## src/rtl/ce_pkg.sv

```systemverilog
// Shared definitions for the channel-estimation chain: sample format (Q8.32),
// QPSK decision magnitude and error-accumulator width.
package ce_pkg;
    localparam int W      = 40;
    localparam int FRAC   = 32;
    localparam int ACC_W  = 48;
    localparam logic [W-1:0] DEC_AMP = 40'h01_0000_0000;

    typedef logic signed [W-1:0] sample_t;
    typedef logic [ACC_W-1:0]    acc_t;
endpackage

```

## src/rtl/ce_byte_fifo.sv

```systemverilog
// Small synchronous byte FIFO; a push into a full FIFO only lands when a pop
// frees the head slot in the same cycle. Head reads as zero when empty.
module ce_byte_fifo #(
    parameter int DEPTH = 4
) (
    input  logic       clk,
    input  logic       reset,
    input  logic       push,
    input  logic [7:0] push_data,
    input  logic       pop,
    output logic [7:0] head,
    output logic       full,
    output logic       empty
);
    localparam int AW = $clog2(DEPTH);
    localparam int CW = AW + 1;

    logic [7:0]    mem_q [DEPTH];
    logic [AW-1:0] rd_ptr_q, rd_ptr_d;
    logic [AW-1:0] wr_ptr_q, wr_ptr_d;
    logic [CW-1:0] count_q, count_d;
    logic          do_push, do_pop;

    assign empty = (count_q == '0);
    assign full  = (count_q == CW'(DEPTH));
    assign head  = empty ? 8'h00 : mem_q[rd_ptr_q];

    always_comb begin
        do_pop   = pop && !empty;
        do_push  = push && (!full || do_pop);
        rd_ptr_d = rd_ptr_q;
        wr_ptr_d = wr_ptr_q;
        count_d  = count_q;
        if (do_pop) begin
            rd_ptr_d = rd_ptr_q + 1'b1;
        end
        if (do_push) begin
            wr_ptr_d = wr_ptr_q + 1'b1;
        end
        count_d = count_q + CW'(do_push) - CW'(do_pop);
    end

    always_ff @(posedge clk) begin
        if (reset) begin
            rd_ptr_q <= '0;
            wr_ptr_q <= '0;
            count_q  <= '0;
        end else begin
            rd_ptr_q <= rd_ptr_d;
            wr_ptr_q <= wr_ptr_d;
            count_q  <= count_d;
        end
    end

    // Storage needs no reset; the pointers alone decide what is valid.
    always_ff @(posedge clk) begin
        if (do_push) begin
            mem_q[wr_ptr_q] <= push_data;
        end
    end
endmodule

```

## src/rtl/ce_slicer.sv

```systemverilog
// QPSK hard slicer: packs four data symbols per output byte and accumulates
// the L1 distance to the decision points over fixed-length frames.
module ce_slicer #(
    parameter int          W          = ce_pkg::W,
    parameter logic [W-1:0] DEC_AMP   = W'(ce_pkg::DEC_AMP),
    parameter int          FRAME_SYMS = 16,
    parameter int          FIFO_DEPTH = 4
) (
    input  logic         clk,
    input  logic         reset,
    input  logic         in_valid,
    input  logic         in_pilot,
    input  logic [W-1:0] in_real,
    input  logic [W-1:0] in_imag,
    output logic         out_valid,
    input  logic         out_ready,
    output logic [7:0]   out_byte,
    output logic         overflow,
    output logic         err_valid,
    output logic [47:0]  err_sum
);
    import ce_pkg::*;

    localparam int CNT_W = $clog2(FRAME_SYMS + 1);
    localparam int E_W   = W + 2;
    localparam int SUM_W = ((E_W > ACC_W) ? E_W : ACC_W) + 1;
    localparam acc_t ACC_MAX = '1;

    logic              accept, bit_r, bit_i;
    logic signed [W:0] dec_r, dec_i, diff_r, diff_i;
    logic [W:0]        abs_r, abs_i;
    logic [E_W-1:0]    err_e;
    logic [SUM_W-1:0]  acc_sum;
    acc_t              acc_sat;

    logic [1:0]       pack_cnt_q, pack_cnt_d;
    logic [5:0]       pack_bits_q, pack_bits_d;
    logic [CNT_W-1:0] sym_cnt_q, sym_cnt_d;
    acc_t             acc_q, acc_d;
    acc_t             err_sum_q, err_sum_d;
    logic             err_valid_q, err_valid_d;
    logic             overflow_q, overflow_d;

    logic       push, pop, fifo_full, fifo_empty;
    logic [7:0] push_byte;

    assign accept    = in_valid && !in_pilot;
    assign bit_r     = in_real[W-1];
    assign bit_i     = in_imag[W-1];
    assign out_valid = !fifo_empty;
    assign pop       = out_valid && out_ready;
    assign overflow  = overflow_q;
    assign err_valid = err_valid_q;
    assign err_sum   = err_sum_q;

    // One extra bit keeps sample-minus-decision exact; its magnitude is below 2^W.
    always_comb begin
        dec_r   = bit_r ? -$signed({1'b0, DEC_AMP}) : $signed({1'b0, DEC_AMP});
        dec_i   = bit_i ? -$signed({1'b0, DEC_AMP}) : $signed({1'b0, DEC_AMP});
        diff_r  = $signed({in_real[W-1], in_real}) - dec_r;
        diff_i  = $signed({in_imag[W-1], in_imag}) - dec_i;
        abs_r   = diff_r[W] ? $unsigned(-diff_r) : $unsigned(diff_r);
        abs_i   = diff_i[W] ? $unsigned(-diff_i) : $unsigned(diff_i);
        err_e   = E_W'(abs_r) + E_W'(abs_i);
        acc_sum = SUM_W'(acc_q) + SUM_W'(err_e);
        acc_sat = (acc_sum > SUM_W'(ACC_MAX)) ? ACC_MAX : acc_sum[ACC_W-1:0];
    end

    always_comb begin
        pack_cnt_d  = pack_cnt_q;
        pack_bits_d = pack_bits_q;
        sym_cnt_d   = sym_cnt_q;
        acc_d       = acc_q;
        err_sum_d   = err_sum_q;
        err_valid_d = 1'b0;
        push        = 1'b0;
        push_byte   = {pack_bits_q, bit_r, bit_i};
        if (accept) begin
            pack_cnt_d  = pack_cnt_q + 2'd1;
            pack_bits_d = {pack_bits_q[3:0], bit_r, bit_i};
            push        = (pack_cnt_q == 2'd3);
            if (sym_cnt_q == CNT_W'(FRAME_SYMS - 1)) begin
                err_sum_d   = acc_sat;
                err_valid_d = 1'b1;
                acc_d       = '0;
                sym_cnt_d   = '0;
            end else begin
                acc_d     = acc_sat;
                sym_cnt_d = sym_cnt_q + 1'b1;
            end
        end
        overflow_d = overflow_q || (push && fifo_full && !pop);
    end

    always_ff @(posedge clk) begin
        if (reset) begin
            pack_cnt_q  <= '0;
            pack_bits_q <= '0;
            sym_cnt_q   <= '0;
            acc_q       <= '0;
            err_sum_q   <= '0;
            err_valid_q <= 1'b0;
            overflow_q  <= 1'b0;
        end else begin
            pack_cnt_q  <= pack_cnt_d;
            pack_bits_q <= pack_bits_d;
            sym_cnt_q   <= sym_cnt_d;
            acc_q       <= acc_d;
            err_sum_q   <= err_sum_d;
            err_valid_q <= err_valid_d;
            overflow_q  <= overflow_d;
        end
    end

    ce_byte_fifo #(
        .DEPTH(FIFO_DEPTH)
    ) u_fifo (
        .clk      (clk),
        .reset    (reset),
        .push     (push),
        .push_data(push_byte),
        .pop      (pop),
        .head     (out_byte),
        .full     (fifo_full),
        .empty    (fifo_empty)
    );
endmodule

```

## config.mk

```make
export PLATFORM = sky130hd
export DESIGN_NAME = ce_slicer
export DESIGN_NICKNAME = d
export VERILOG_FILES = /design/src/rtl/ce_pkg.sv /design/src/rtl/ce_byte_fifo.sv /design/src/rtl/ce_slicer.sv
export SDC_FILE = /design/constraint.sdc
export NUM_CORES = 1
export LEC_CHECK = 0
export BUFFER_PORTS_ARGS = -buffer_cell sky130_fd_sc_hd__buf_2
export CAP_MARGIN = 10
export CORE_ASPECT_RATIO = 0.6
export CORE_UTILIZATION = 33
export DETAILED_ROUTE_END_ITERATION = 8
export PLACE_DENSITY = 0.62
export SYNTH_ARGS = -nofsm -noshare
export SYNTH_HDL_FRONTEND = slang
export SYNTH_SLANG_ARGS = --single-unit
```

## constraint.sdc

```tcl
create_clock -name clk -period 6.1 [get_ports clk]
set_input_delay 0.305 -clock clk [delete_from_list [all_inputs] [get_ports clk]]
set_output_delay 0.305 -clock clk [all_outputs]
set_load 0.01 [all_outputs]
```

==> results.txt <==
Status: completed
Maximum vdd drop: 0.229 mV
Final Hold Fails: 0
Post-CTS resize count: 0
Largest family of logic cells by synthesized area: compound AO/OA/AOI/OAI gates
#FFs+latches synth: 152
Critical Path End Type: register
Number of setup buffers added after CTS: 0
Io pins: 144
Post-Syn Area per Cell: 8.46 sq um
Post-synth top area share: 0.213
Simple-gate share of the synthesized area: 0.174
Placer Congestion: 0.947
Post-DP HPWL: 28300 microns
Startpoint types: primary input
Cell variety after synth: 75
Wire length per cell: 18.2 microns
Initial DRC Count: 877
Final Cycle Share: 0.929
Clock buffer count from CTS: 17
Core Box Area: 33000 sq um
Pint: 3.53 mW
H-tree levels: 4
P&R area growth vs syn: 18.9%
Worst Hold Class: primary input to register
CP cell instances: buf_2, inv_1, fa_1, a21oi_1, nor2_1, nor2_1, o21bai_1, a21oi_1, inv_1, a21o_1, a21oi_1, xor2_1, fa_1, ha_1, nand2_1, or3_1, a21oi_1, a2111oi_0, a21oi_1, o2111ai_1, nand2_1, xor2_1, a221o_1
CTS tree: yes
Finished Layout Cells: 1966
Dominant cells by area after synthesis: dfxtp_1 21%, edfxtp_1 8.5%, fa_1 8.0%, ha_1 7.2%, nor2_1 6.1%
Ys flop type: dfxtp_1
Die Y: 145 microns
Post-synth ARST share: 0
Root Buffer: clkbuf_16
CTS Hold Bufs: 0
DR pass1 iterations: 5
Post-synth EDFFs: 32
Synthesized instance count: 1331
First-pass GRT wire length: 56200 microns
Vias in the first global route: 9708
RSZ-0062 raised after global routing: false
Antenna viol nets, final: 0
Gate power share: 0.665
Critical path's top delay family: compound AO/OA/AOI/OAI gates
Initial Util: 0.341
Worst Path Class, Setup: primary input to register
Commonest non-fill, non-tap cells in the layout: 180 x nor2_1, 143 x buf_2, 120 x dfxtp_1
Final core utilization: 0.406
Total chip power: 6.95 mW
CP max FO: 14
Initial antenna violation count: 7
Area after DPL: 12800 sq um
Largest net degree at the start of global routing: 91
Mapped Area: 11300 sq um
Vias per cell: 5.16
Flop pwr share: 0.184
Gr ovfl total: 0
Synth Area in XOR/XNOR: 0.103
Switching power: 3.42 mW
Die X: 241 microns
Design area: 13400 sq um
Register-to-Register Path Depth: 14
IO Port Bufs: 143
Via count: 10100
Syn. warnings: 0
Mux share of post-synthesis cell area: 0.0187
Hold_sp: in_imag[39]
RR Startpoint: acc_q[1]$_SDFFE_PP0P_
Compound-Gate Fraction of Synth Area: 0.198
Maximum clock frequency: 0.176 GHz
CP bufs+invs: 3
Fraction of layout cells with a size suffix above 1: 0.179
Reg2reg end: acc_q[41]$_SDFFE_PP0P_
Setup ws final: 433 ps
Placed insts: 1927
Worst Hold Depth: 1
Clock Skews: 10.6 ps
Switching Share: 0.492
Fin crit period: 5670 ps
Clock power frac: 0.150
Slew Limit Headroom: 0.319
DRC: 0
Layout net count: 1691
FP Rows: 51
WHS: 116 ps
Pwr Density: 519 nW/um^2
# setup viols final: 0
Post-synth top area cell: dfxtp_1
Max Buffers Root-to-Sink: 2
Lkg Pwr: 5.78 nW
Slew Limit Fails: 0
Slowest stage delay, CP: 630 ps
Seq/Total Area, Yosys: 0.299
Worst-path clk slew: 70 ps
Total track usage: 0.210
Setup TNS: 0 ps
CP arrival: 6010 ps
R2R Setup Slk: 2070 ps
Worst Setup SP: in_imag[39]
Die ar.: 34900 sq um
Num Clock Sinks: 152
Max Cap Violations: 0
Hold Path End: u_fifo.mem_q[2][0]$_DFFE_PP_
Post-synthesis adder-cell area fraction: 0.152
Pre-CTS setup slack: 66.9 ps
Most frequent CP cell: a21oi_1
CP required: 6440 ps
Clock latency on the worst-skew pair: 460 ps
Commonest non-fill, non-tap cell in the layout: nor2_1
Worst path slowest cell: a2111oi_0
Least-Margin Pin Slew: 1020 ps
Final WL: 35900 microns
-- per-layer routing --
metal  routed length, microns  global-route usage
met1                    18300               0.326
met5                        0                   0
met3                     3030              0.0542
met2                    14100               0.285
met4                      401              0.0436
-- registers in the layout (all words and copies together), names as in the netlist, named ones only --
register	count
u_fifo.mem_q	32
err_sum	48
u_fifo.wr_ptr_q	2
overflow	1
sym_cnt_q	5
pack_cnt_q	2
err_valid	1
pack_bits_q	6
acc_q	48
u_fifo.rd_ptr_q	2
u_fifo.count_q	3
-- worst max path at each step --
stage	cells after the start	endpoint	slack, ps
CTS	25	acc_q[41]$_SDFFE_PP0P_	550
detailed placement	25	acc_q[41]$_SDFFE_PP0P_	70
floorplan	24	err_sum[45]$_SDFFE_PP0P_	880
finish	23	acc_q[42]$_SDFFE_PP0P_	430
global placement	25	acc_q[41]$_SDFFE_PP0P_	210
global route	25	acc_q[41]$_SDFFE_PP0P_	60
-- logic make-up (layout without fill, tap and decap cells) --
family,count (synthesis),after routing
XOR/XNOR,133,133
flip-flops,152,152
AO/OA/AOI/OAI,344,344
multiplexers,11,11
AND/OR/NAND/NOR,418,418
adder cells (fa/ha/maj),110,110
buffers and inverters,162,339
other,1,9
-- worst reg2reg max path: cells and delay by family, from the launching register on --
| family | cells | cell delay, ps |
|---|---|---|
| DFF | 1 | 330 |
| AOI/OAI and AO/OA | 7 | 1880 |
| buffers and inverters | 2 | 100 |
| xor gates and xnor gates | 1 | 170 |
| and+or+nand+nor | 1 | 250 |
| adders and majority gates | 3 | 1190 |
-- cell type report --
class	instances	area, sq um
Tap cell	450	563
Clock buffer	18	450
Sequential cell	152	3360
Clock inverter	14	111
Antenna cell	7	17.5
Multi-Input combinational cell	1018	7290
Fill cell	3352	19600
Inverter	101	379
Timing Repair Buffer	206	1210
-- synthesized netlist by cell type, drive strengths merged, types with 4 or more instances --
cell type	count
a2111oi	5
a211oi	40
a21boi	4
a21o	36
a21oi	109
a221o	6
a22oi	5
a311oi	6
a31oi	13
and2	21
and3	10
and4	5
buf	8
clkbuf	53
dfxtp	120
edfxtp	32
fa	45
ha	65
inv	101
mux4	8
nand2	110
nand2b	8
nand3	13
nand4	10
nor2	182
nor2b	10
nor3	19
nor4	9
nor4b	4
o21ai	62
o21bai	12
o22ai	4
o31a	4
o31ai	10
or2	4
or3	5
or4	5
xnor2	75
xor2	58
-- power groups by stage --
| stage | registers (mW) | logic (mW) | clock network, mW |
|---|---|---|---|
| final | 1.28 | 4.63 | 1.05 |
| after global placement | 1.30 | 4.49 | 0 |
| after detailed placement | 1.30 | 4.52 | 0 |
| after CTS | 1.28 | 4.55 | 1.07 |
| after global routing | 1.31 | 5.08 | 1.11 |
| after floorplan | 1.26 | 3.01 | 0 |
No activity file was read; power rests on OpenSTA's default activity.
